`src/rtl/stall_ctrl_if.sv`:
```
`default_nettype none
// ============================================================================
//  Module      : stall_ctrl_if
//  Description : Bundles the stall-controller request, sequencer and
//                performance-counter signals.
//                master : pipeline side (drives requests, reads stall vector)
//                slave  : stall_ctrl side
//  Ports       : stallreq_from_id, stallreq_from_ex, mc_start, mc_cycles,
//                flush, cnt_clr (master -> slave)
//                stall, mc_busy, mc_done, stall_cycles (slave -> master)
//  Revision    : 1.0 - initial release
// ============================================================================
interface stall_ctrl_if #(
    parameter int CNT_W  = 6,
    parameter int PERF_W = 16
);
    logic              stallreq_from_id;
    logic              stallreq_from_ex;
    logic              mc_start;
    logic [CNT_W-1:0]  mc_cycles;
    logic              flush;
    logic              cnt_clr;
    logic [5:0]        stall;
    logic              mc_busy;
    logic              mc_done;
    logic [PERF_W-1:0] stall_cycles;

    modport master (
        output stallreq_from_id, stallreq_from_ex, mc_start, mc_cycles,
               flush, cnt_clr,
        input  stall, mc_busy, mc_done, stall_cycles
    );

    modport slave (
        input  stallreq_from_id, stallreq_from_ex, mc_start, mc_cycles,
               flush, cnt_clr,
        output stall, mc_busy, mc_done, stall_cycles
    );
endinterface
`default_nettype wire

```
`src/rtl/stall_ctrl.sv`:
```
`default_nettype none
// ============================================================================
//  Module      : stall_ctrl
//  Description : Pipeline stall controller. Merges ID/EX stall requests with
//                a multi-cycle sequencer for long EX operations and keeps a
//                saturating count of stalled cycles.
//  Ports       : clk  - core clock
//                rst  - synchronous reset, active-low
//                bus  - stall_ctrl_if.slave (requests in, stall vector,
//                       sequencer status and perf counter out)
//  Revision    : 1.0 - initial release
// ============================================================================
module stall_ctrl #(
    parameter int CNT_W  = 6,
    parameter int PERF_W = 16
) (
    input  wire logic   clk,
    input  wire logic   rst,
    stall_ctrl_if.slave bus
);

    localparam logic [0:0] c_st_idle  = 1'b0;
    localparam logic [0:0] c_st_busy  = 1'b1;

    localparam logic [5:0] c_stall_ex = 6'b001111;
    localparam logic [5:0] c_stall_id = 6'b000111;

    logic [0:0]        r_state;
    logic [CNT_W-1:0]  r_cnt;
    logic [PERF_W-1:0] r_perf;

    logic              w_busy;
    logic              w_cnt_zero;
    logic              w_accept;
    logic              w_ex_class;
    logic [5:0]        w_stall;

    assign w_busy     = (r_state == c_st_busy);
    assign w_cnt_zero = (r_cnt == '0);

    // A zero-length request is not a start; a flush in the same cycle wins.
    assign w_accept   = !w_busy && bus.mc_start && (bus.mc_cycles != '0) && !bus.flush;

    // The start cycle itself already stalls, so an N-cycle op needs only
    // N-1 further BUSY stall cycles before the done cycle.
    assign w_ex_class = bus.stallreq_from_ex || (w_busy && !w_cnt_zero) || w_accept;

    always_comb begin
        w_stall = '0;
        if (!rst || bus.flush) begin
            w_stall = '0;
        end else if (w_ex_class) begin
            w_stall = c_stall_ex;
        end else if (bus.stallreq_from_id) begin
            w_stall = c_stall_id;
        end
    end

    assign bus.stall        = w_stall;
    assign bus.mc_busy      = rst && w_busy;
    assign bus.mc_done      = rst && w_busy && w_cnt_zero && !bus.flush;
    assign bus.stall_cycles = r_perf;

    // Sequencer
    always_ff @(posedge clk) begin
        if (!rst) begin
            r_state <= c_st_idle;
            r_cnt   <= '0;
        end else if (bus.flush) begin
            r_state <= c_st_idle;
            r_cnt   <= '0;
        end else begin
            case (r_state)
                c_st_idle: begin
                    if (w_accept) begin
                        r_state <= c_st_busy;
                        r_cnt   <= bus.mc_cycles - CNT_W'(1);
                    end
                end
                c_st_busy: begin
                    if (!w_cnt_zero) begin
                        r_cnt <= r_cnt - CNT_W'(1);
                    end else begin
                        r_state <= c_st_idle;
                    end
                end
                default: begin
                    r_state <= c_st_idle;
                    r_cnt   <= '0;
                end
            endcase
        end
    end

    // Saturating stall-cycle counter; clear wins over a concurrent stall.
    always_ff @(posedge clk) begin
        if (!rst) begin
            r_perf <= '0;
        end else if (bus.cnt_clr) begin
            r_perf <= '0;
        end else if (w_stall[0] && (r_perf != '1)) begin
            r_perf <= r_perf + PERF_W'(1);
        end
    end

endmodule
`default_nettype wire

```
`src/flat_wrapper.sv`:
```
// flat-port wrapper written by rule: the top's interface ports become plain ports
module stall_ctrl_flat 
#(
    parameter int CNT_W  = 6,
    parameter int PERF_W = 16
)
  (clk, rst, bus_stallreq_from_id, bus_stallreq_from_ex, bus_mc_start, bus_mc_cycles, bus_flush, bus_cnt_clr, bus_stall, bus_mc_busy, bus_mc_done, bus_stall_cycles);
  stall_ctrl_if #(.CNT_W(CNT_W), .PERF_W(PERF_W)) bus_i ();
  input  wire logic clk;
  input  wire logic rst;
  input wire logic [$bits(bus_i.stallreq_from_id)-1:0] bus_stallreq_from_id;
  input wire logic [$bits(bus_i.stallreq_from_ex)-1:0] bus_stallreq_from_ex;
  input wire logic [$bits(bus_i.mc_start)-1:0] bus_mc_start;
  input wire logic [$bits(bus_i.mc_cycles)-1:0] bus_mc_cycles;
  input wire logic [$bits(bus_i.flush)-1:0] bus_flush;
  input wire logic [$bits(bus_i.cnt_clr)-1:0] bus_cnt_clr;
  output wire logic [$bits(bus_i.stall)-1:0] bus_stall;
  output wire logic [$bits(bus_i.mc_busy)-1:0] bus_mc_busy;
  output wire logic [$bits(bus_i.mc_done)-1:0] bus_mc_done;
  output wire logic [$bits(bus_i.stall_cycles)-1:0] bus_stall_cycles;
  assign bus_i.stallreq_from_id = bus_stallreq_from_id;
  assign bus_i.stallreq_from_ex = bus_stallreq_from_ex;
  assign bus_i.mc_start = bus_mc_start;
  assign bus_i.mc_cycles = bus_mc_cycles;
  assign bus_i.flush = bus_flush;
  assign bus_i.cnt_clr = bus_cnt_clr;
  assign bus_stall = bus_i.stall;
  assign bus_mc_busy = bus_i.mc_busy;
  assign bus_mc_done = bus_i.mc_done;
  assign bus_stall_cycles = bus_i.stall_cycles;
  stall_ctrl #(.CNT_W(CNT_W), .PERF_W(PERF_W)) u_core (.clk(clk), .rst(rst), .bus(bus_i));
endmodule
```
`config.mk`:
```
export PLATFORM = sky130hd
export DESIGN_NAME = stall_ctrl_flat
export DESIGN_NICKNAME = d
export VERILOG_FILES = /design/src/rtl/stall_ctrl_if.sv /design/src/rtl/stall_ctrl.sv /design/src/flat_wrapper.sv
export SDC_FILE = /design/constraint.sdc
export NUM_CORES = 1
export LEC_CHECK = 0
export ABC_CLOCK_PERIOD_IN_PS = 5400
export CAP_MARGIN = 10
export CORE_MARGIN = 5
export CORE_UTILIZATION = 50
export DETAILED_ROUTE_END_ITERATION = 6
export GPL_TIMING_DRIVEN = 0
export PLACE_DENSITY = 0.81
export SLEW_MARGIN = 20
export SYNTH_ARGS = -nofsm -noshare
export SYNTH_HDL_FRONTEND = slang
export SYNTH_SLANG_ARGS = --single-unit
```
`constraint.sdc`:
```
create_clock -name clk -period 5.4 [get_ports clk]
set_clock_uncertainty 0.2 [all_clocks]
set_input_delay 1.08 -clock clk [delete_from_list [all_inputs] [get_ports clk]]
set_output_delay 1.08 -clock clk [all_outputs]
set_load 0.03 [all_outputs]
```
==> summary.md, run 1 <==
| Metric | Value |
|---|---|
| WP buf/inv | `4` |
| Worst-margin pin slew | `0.5238 ns` |
| Gpl congestion | `0.9175` |
| CTS Sinks | `23` |
| GR Overflow Total | `0` |
| Die area | `4113 um2` |
| Core area | `2781 um2` |
| Critical Path AT | `3.65 ns` |
| Post-synthesis register bit count | `23` |
| RSZ-0062 raised after global routing | `no` |
| Largest net degree at the start of global routing | `14` |
| DRC viols | `0` |
| Leakage power | `0.6335 nW` |
| H-Tree Level Count | `1` |
| First-pass GRT wire length | `7093 um` |
| CTS tree | `done` |
| Largest fanout on the critical path | `12` |
| Chip Height | `64.13 um` |
| Initial DRT Pass Iterations | `4` |
| Vias in the first global route | `1516` |
| Hold bufs inserted after CTS | `0` |
| Hold WC Path Type | `register to register` |
| Hold Fails Final Rpt | `0` |
| CTS Buf Count | `3` |
| Register-to-register setup slack | `2.95 ns` |
| Post-cts repair resize count | `0` |
| GRT Total Usage | `20.59%` |
| Setup TNS | `0 ns` |
| Via/cell ratio | `6.358` |
| Yosys cell types | `45` |
| Slowest cell on crit path | `clkdlybuf4s50_1` |
| Initial Util | `52.68%` |
| Clock Latency Late Sink | `0.32 ns` |
| DRT iter0 DRCs | `122` |
| Max cap viols | `0` |
| CTS clock-pin slew for the worst setup and hold paths | `0.13 ns` |
| Worst vdd ir | `0.0001374 V` |
| Crit end category | `output pin` |
| Synth-to-Final Area Change | `28.01%` |
| Detail Placement HPWL | `3077 um` |
| Worst flop-to-flop path startpoint | `u_core.bus.stall_cycles[0]` |
| Ant diodes | `0` |
| Slew HR | `65.08%` |
| Top delay family on crit path | `buffers and inverters` |
| Final setup violation count | `0` |
| Ports | `37` |
| WP data required | `4.12 ns` |
| Pwr dens | `169.5 nW/um2` |
| FMAX | `0.2028 GHz` |
| DR WL/cell | `16.44 um` |
| Routed WL | `4044 um` |
| Most common cell after layout, fill and taps aside | `clkdlybuf4s50_1` |
| Worst r2r path cells | `7` |
| Row count | `19` |
| Antenna Violating Nets Remaining | `0` |
| Synth Area per Inst | `8.325 um2` |
| WS Path Type | `input port to output pin` |
| Slew Limit Fails | `0` |
| IO buf count | `34` |
| Worst hold endpoint | `u_core.r_cnt[0]` |
| Post-synthesis sequential area ratio | `31.43%` |
| Layout cell share with drive strength beyond 1 | `10.23%` |
| Commonest non-fill, non-tap cells in the layout | `clkdlybuf4s50_1 (34), dfxtp_1 (23), nand2_1 (17), nor2_1 (15), a21oi_1 (13)` |
| Hold path cells | `2` |
| Crit path largest cell delay | `0.58 ns` |
| Most used cell, CP | `clkdlybuf4s50_1` |
| Die outline width | `64.13 um` |
| Run status | `completed` |
| Worst R2R End | `u_core.bus.stall_cycles[3]` |
| Synthesis Warnings | `0` |
| CP cell instances | `clkdlybuf4s50_1 > or3_4 > o41ai_2 > a31oi_1 > buf_2 > buf_4 > clkdlybuf4s50_1` |
| Final-stage net count | `231` |
| Post-route clock period utilization | `91.33%` |
| Clk buf depth | `2` |
| Min cycle time layout | `4.932 ns` |
| Antenna violations before repair | `0` |
| Setup Fix Bufs, Post-CTS | `0` |
| Min-delay src | `u_core.r_cnt[0]` |
| Via count | `1564` |
| Clock root buffer | `clkbuf_4` |
| Syn Inst Count | `176` |
| Mapped Area | `1465 um2` |
| Critical Path Start Type | `input port` |
| Hold Worst Slack | `0.2843 ns` |
-- layer usage --
layer	global-route usage, %	wire length, um	up-vias
met5	0	0	-
met4	6.616	83	0
met3	3.152	302	12
met2	36.56	1997	75
met1	25.27	1660	726
li1	-	-	751
-- how the worst max path moves through the flow --
stage,endpoint,slack (ns),cells past startpoint,startpoint
floorplan,bus_stall[1],1.72,5,bus_mc_cycles[2]
global placement,bus_stall[1],0.53,7,bus_mc_cycles[2]
detailed placement,bus_stall[1],0.52,7,bus_mc_cycles[2]
CTS,bus_stall[1],0.50,7,bus_mc_cycles[2]
global route,bus_stall[2],0.39,7,bus_mc_cycles[2]
finish,bus_stall[1],0.47,7,bus_mc_cycles[2]
-- state kept, by name (all words and copies together), names as in the netlist --
signal and cells:
u_core.r_cnt 6, u_core.bus.stall_cycles 16, u_core.r_state 1
-- power breakdown --
part           switching (mW)  leakage, nW  internal [mW]
Combinational          0.0325        0.430         0.0262
Sequential            0.00239        0.186          0.172
Clock                  0.0577       0.0177         0.0277
-- cell type report --
type / instances / area, um2
multi-input combinational: 141 / 924.6
fill: 255 / 905.9
sequential: 23 / 460.4
timing repair buffer: 34 / 340.3
buffer: 12 / 80.08
tap: 31 / 38.79
clock buffer: 3 / 22.52
clock inverter: 1 / 5.005
inverter: 1 / 3.754
-- cells in the mapped netlist (all sizes together) --
cell type	n	area, um2
a211oi	1	7.510
a21oi	14	73.82
a31oi	5	31.28
a41o	4	40.04
a41oi	1	8.760
and2	1	6.260
and3	2	12.51
buf	9	68.81
clkbuf	3	11.26
conb	1	3.750
dfxtp	23	460.4
ha	2	25.02
inv	1	3.750
mux2	2	22.52
mux2i	6	60.06
nand2	17	63.81
nand2b	4	25.02
nand3	13	70.07
nand3b	3	22.52
nand4	6	37.54
nand4b	1	8.760
nor2	16	62.56
nor2b	2	12.51
nor3	1	5.000
nor3b	4	41.29
nor4	3	18.77
o21a	3	22.52
o21ai	2	10.01
o311ai	1	8.760
o31a	3	26.28
o31ai	8	60.06
o41a	1	11.26
o41ai	2	32.53
or3	2	17.52
or4	8	63.81
xnor2	1	8.760
-- metrics by stage --
stage	worst slack [ns]	cells	power [mW]	utilization, %	area [um2]
6_report	0.4682	246	0.3180	67.43	1876
4_1_cts	0.4979	246	0.3180	67.43	1876
2_1_floorplan	1.719	177	0.2124	-	1469
3_3_place_gp	0.5292	242	0.2345	66.44	1848
3_5_place_dp	0.5229	242	0.2355	66.44	1848
5_1_grt	0.3940	246	0.3321	67.43	1876
-- logic make-up after synthesis --
family,count (synthesis),share of synthesized area (%)
AND/OR/NAND/NOR,83,31.94
AO/OA/AOI/OAI,45,22.72
flip-flops,23,31.43
buffers and inverters,13,5.721
multiplexers,8,5.636
adder cells (fa/ha/maj),2,1.708
other,1,0.2559
XOR/XNOR,1,0.5979
-- tightest hold or removal path: stages (launching register included) --
cell,delay [ns]
dfxtp_1,0.35
nand2_1,0.06
a21oi_1,0.05
(Power assumes the default switching activity.)
==> run 2: changes to the inputs <==
Settings changed: PLACE_DENSITY 0.81 to 0.78.
==> run 2 against run 1 <==
Design area hardly changed. Via count grew 0.45%. Non-clock buffer count is the same. First-iteration DRC count down 39%. Flip-flop and latch count stayed put. Sequential share of layout area about the same. Critical path depth unchanged. Setup slack improved by 0.057 ns. Power is 1.3% lower. Sequential power is essentially flat. Critical path type unchanged. Largest cell class unchanged. Largest power group unchanged.
==> summary.md, run 2 (same netlist as run 1, synthesis figures left out) <==
| Metric | Value |
|---|---|
| Clock Latency Late Sink | `0.31 ns` |
| Crit end category | `output pin` |
| Largest net degree at the start of global routing | `13` |
| Post-cts repair resize count | `0` |
| Setup Fix Bufs, Post-CTS | `0` |
| Min cycle time layout | `4.875 ns` |
| Antenna violations before repair | `0` |
| Design area | `1874 um2` |
| Via/cell ratio | `6.386` |
| Max cap viols | `0` |
| Commonest non-fill, non-tap cells in the layout | `clkdlybuf4s50_1 (34), dfxtp_1 (23), nand2_1 (17), nor2_1 (15), a21oi_1 (13)` |
| Most common cell after layout, fill and taps aside | `clkdlybuf4s50_1` |
| DRC viols | `0` |
| Hold bufs inserted after CTS | `0` |
| CTS tree | `done` |
| Layout Utilization | `67.39%` |
| Sw Pwr | `0.08750 mW` |
| CTS Sinks | `23` |
| Crit path largest cell delay | `0.58 ns` |
| FMAX | `0.2051 GHz` |
| RSZ-0062 raised after global routing | `no` |
| Combinational share of power | `18.6%` |
| Die area | `4113 um2` |
| Chip Height | `64.13 um` |
| Die outline width | `64.13 um` |
| Final setup violation count | `0` |
| Critical Path Start Type | `input port` |
| Hold Worst Slack | `0.2773 ns` |
| Slowest cell on crit path | `clkdlybuf4s50_1` |
| Hold Fails Final Rpt | `0` |
| Antenna Violating Nets Remaining | `0` |
| Ant diodes | `0` |
| WP data required | `4.12 ns` |
| Detail Placement HPWL | `3015 um` |
| CTS clock-pin slew for the worst setup and hold paths | `0.13 ns` |
| Stages on the worst setup path | `7` |
| Critical Path AT | `3.59 ns` |
| Routed WL | `3886 um` |
| Initial DRT Pass Iterations | `4` |
| Largest fanout on the critical path | `12` |
| Worst-margin pin slew | `0.5317 ns` |
| Leakage power | `0.6308 nW` |
| H-Tree Level Count | `1` |
| CTS Buf Count | `3` |
| GRT Total Usage | `19.25%` |
| Gpl congestion | `0.9390` |
| Post-route clock period utilization | `90.27%` |
| Hold WC Path Type | `register to register` |
| Clock power share | `26.0%` |
| Multi-input gate area in the final layout | `924.6 um2` |
| Initial Util | `52.68%` |
| First-pass GRT wire length | `6651 um` |
| Worst vdd ir | `0.0001168 V` |
| GR Overflow Total | `0` |
| Sequential fraction of design power | `55.4%` |
| Ports | `37` |
| Core area | `2781 um2` |
| Hold path cells | `2` |
| DR WL/cell | `15.80 um` |
| Layout cell share with drive strength beyond 1 | `9.767%` |
| Pwr dens | `167.5 nW/um2` |
| Row count | `19` |
| CP cell instances | `clkdlybuf4s50_1 > or3_4 > o41ai_2 > a31oi_1 > buf_2 > buf_4 > clkdlybuf4s50_1` |
| Top delay family on crit path | `buffers and inverters` |
| Clock root buffer | `clkbuf_4` |
| Via count | `1571` |
| Fill cells | `245` |
| Synth-to-Final Area Change | `27.93%` |
| Sw Ratio | `27.87%` |
| WS Path Type | `input port to output pin` |
| Worst r2r path cells | `7` |
| Slew HR | `64.55%` |
| DRT iter0 DRCs | `74` |
| WP buf/inv | `4` |
| P_int | `0.2264 mW` |
| Most used cell, CP | `clkdlybuf4s50_1` |
| Run status | `completed` |
| Dpl cell area | `1848 um2` |
| Slew Limit Fails | `0` |
| Area occupied by registers | `460.4 um2` |
| Vias in the first global route | `1521` |
| Final-stage net count | `231` |
| Clk buf depth | `2` |
| Setup TNS | `0 ns` |
| Max FFs per register | `16` |
| IO buf count | `34` |
run 2: path summary, 6_finish.rpt:
kind                                    from                          to  slack [ns]
setup / recovery            bus_mc_cycles[2]                bus_stall[1]        0.53
hold / removal               u_core.r_cnt[0]             u_core.r_cnt[0]        0.28
setup reg to reg  u_core.bus.stall_cycles[0]  u_core.bus.stall_cycles[3]        3.00
hold reg to reg              u_core.r_cnt[0]             u_core.r_cnt[0]        0.28
run 2: cell type report:
class | count | area share [%]
Buffer | 12 | 4.272
Clock buffer | 4 | 1.402
Inverter | 1 | 0.2003
Multi-Input combinational cell | 141 | 49.33
Sequential cell | 23 | 24.57
Tap cell | 31 | 2.069
Timing Repair Buffer | 34 | 18.16
run 2: through the flow:
step           total power [mW]  setup WS [ns]  std cells
6_report                 0.3139         0.5253        246
5_1_grt                  0.3301         0.4192        246
4_1_cts                  0.3168         0.5535        246
3_5_place_dp             0.2355         0.5556        242
3_3_place_gp             0.2340         0.5459        242
2_1_floorplan            0.2124          1.719        177
run 2: worst register-to-register path, stage by stage, from the launching register on:
cell,delay [ns]
dfxtp_1,0.46
ha_1,0.26
nand2_1,0.11
or4_4,0.56
nor2_2,0.26
buf_4,0.23
nor4_1,0.07
o21a_1,0.17
run 2: per-layer routing:
metal / global-route usage (%) / up-vias / share of wire (%)
met3: 2.452 / 4 / 6.6
met5: 0 / - / 0
met2: 33.92 / 63 / 50
met1: 23.54 / 750 / 42
li1: - / 754 / -
met4: 7.634 / 0 / 0.90
run 2: power by group through the flow:
stage	Clock, mW	Combinational [mW]	Sequential, mW
detailed placement	0	0.0579	0.178
global route	0.0925	0.0632	0.174
global placement	0	0.0566	0.177
finish	0.0815	0.0585	0.174
CTS	0.0849	0.0581	0.174
floorplan	0	0.0349	0.177
==> run 3: changes to the inputs <==
Settings changed: GPL_TIMING_DRIVEN 0 to unset, SETUP_SLACK_MARGIN set to 0.1.
==> run 3 against run 2 <==
Flip-flop and latch count unchanged. Design area shrank 3.9%. Global-route usage is 0.58 points higher. Power shrank 2.1%. First-iteration DRC count increased by 76%. Non-clock buffer count fell by 11. Critical endpoint is now bus_stall[3]. Combinational power decreased by 9.7%.
==> summary.md, run 3 (same netlist as run 1, synthesis figures left out) <==
| Metric | Value |
|---|---|
| Run status | `completed` |
| Layout Utilization | `64.78%` |
| Vias in the first global route | `1472` |
| Setup Fix Bufs, Post-CTS | `0` |
| DRT iter0 DRCs | `130` |
| Clock Latency Late Sink | `0.30 ns` |
| Min cycle time layout | `4.675 ns` |
| CTS Buf Count | `3` |
| Chip Height | `64.13 um` |
| Detail Placement HPWL | `2862 um` |
| Critical path origin | `bus_mc_cycles[2]` |
| CTS clock-pin slew for the worst setup and hold paths | `0.12 ns` |
| Pwr dens | `170.5 nW/um2` |
| Core area | `2781 um2` |
| Initial DRT Pass Iterations | `4` |
| CTS tree | `done` |
| Most common cell after layout, fill and taps aside | `clkdlybuf4s50_1` |
| Hold Fails Final Rpt | `0` |
| Slew Limit Fails | `0` |
| Slew HR | `53.81%` |
| H-Tree Level Count | `1` |
| Setup TNS | `0 ns` |
| Hold WC Path Type | `register to register` |
| RSZ-0062 raised after global routing | `no` |
| Hold bufs inserted after CTS | `0` |
| Antenna Violating Nets Remaining | `0` |
| Ports | `37` |
| Crit end category | `output pin` |
| Antenna violations before repair | `0` |
| Final setup violation count | `0` |
| Die area | `4113 um2` |
| IO buf count | `34` |
| Via count | `1491` |
| Ant diodes | `0` |
| Largest fanout on the critical path | `6` |
| Post-route clock period utilization | `86.58%` |
| Row count | `19` |
| Max cap viols | `0` |
| Worst vdd ir | `0.0001354 V` |
| WS Path Type | `input port to output pin` |
| Die outline width | `64.13 um` |
| Layout cell share with drive strength beyond 1 | `6.863%` |
| Initial Util | `52.68%` |
| DRC viols | `0` |
| Worst-margin pin slew | `0.6915 ns` |
| Post-cts repair resize count | `0` |
| FMAX | `0.2139 GHz` |
| Largest net degree at the start of global routing | `19` |
| Max FFs per register | `16` |
| Via/cell ratio | `6.345` |
| Critical Path Start Type | `input port` |
| Synth-to-Final Area Change | `22.97%` |
| Final-stage net count | `220` |
| CTS Sinks | `23` |
| DR WL/cell | `16.29 um` |
| Min-delay src | `u_core.bus.stall_cycles[14]` |
| Leakage power | `0.5873 nW` |
| First-pass GRT wire length | `6755 um` |
| Worst flop-to-flop path startpoint | `u_core.bus.stall_cycles[0]` |
| Clk buf depth | `2` |
| Commonest non-fill, non-tap cells in the layout | `clkdlybuf4s50_1 (34), dfxtp_1 (23), nand2_1 (17), nor2_1 (15), a21oi_1 (13)` |
| Gpl congestion | `0.9183` |
| Critical Path AT | `3.40 ns` |
| Clock root buffer | `clkbuf_4` |
| WP data required | `4.12 ns` |
| GRT Total Usage | `19.83%` |
| GR Overflow Total | `0` |
| Routed WL | `3828 um` |
## run 3: cell count changes in the layout (fill, tap and decap cells not counted), sizes merged
cell / change
buf: -8
clkbuf: -3
## run 3: metal layers
layer  track usage (%)  routed length (um)
met5                 0                   0
met4             8.906                 106
met3             2.977                 256
met2             31.16                1784
met1             26.76                1680
## run 3: final cells by class
type                            count  area, um2
Clock buffer                        4      26.28
Fill cell                         238      979.7
Multi-Input combinational cell    141      924.6
Tap cell                           31      38.79
Inverter                            1      3.754
Timing Repair Buffer               35      347.8
Sequential cell                    23      460.4
## run 3: critical path, cell delays in order
cell and delay, ns:
clkdlybuf4s50_1 0.46, or3_4 0.44, o41ai_2 0.35, nand2_1 0.26
nor2_1 0.15, nor2_1 0.05, clkdlybuf4s50_1 0.61
## run 3: path summary, 6_finish.rpt
check,end,slack [ns],cells after the start
setup / recovery,bus_stall[3],0.72,7
hold / removal,u_core.bus.stall_cycles[14],0.31,2
setup reg to reg,u_core.bus.stall_cycles[4],2.91,6
hold reg to reg,u_core.bus.stall_cycles[14],0.31,2
## run 3: stage by stage
| stage | instances | power, mW | setup WS (ns) | area [um2] | hold WS [ns] |
|---|---|---|---|---|---|
| 4_1_cts | 235 | 0.3084 | 0.7313 | 1802 | 0.3093 |
| 3_5_place_dp | 231 | 0.2305 | 0.7358 | 1775 | 0.2891 |
| 6_report | 235 | 0.3073 | 0.7249 | 1802 | 0.3069 |
| 5_1_grt | 235 | 0.3234 | 0.5743 | 1802 | 0.3382 |
| 2_1_floorplan | 177 | 0.2124 | 1.719 | 1469 | 0.2392 |
| 3_3_place_gp | 231 | 0.2292 | 0.8324 | 1775 | 0.2638 |
## run 3: power breakdown
part / switching [mW] / internal [mW] / total [mW]
Combinational: 0.0304 / 0.0224 / 0.0528
Sequential: 0.00315 / 0.171 / 0.175
Clock: 0.0511 / 0.0288 / 0.0799
Total: 0.0847 / 0.223 / 0.307
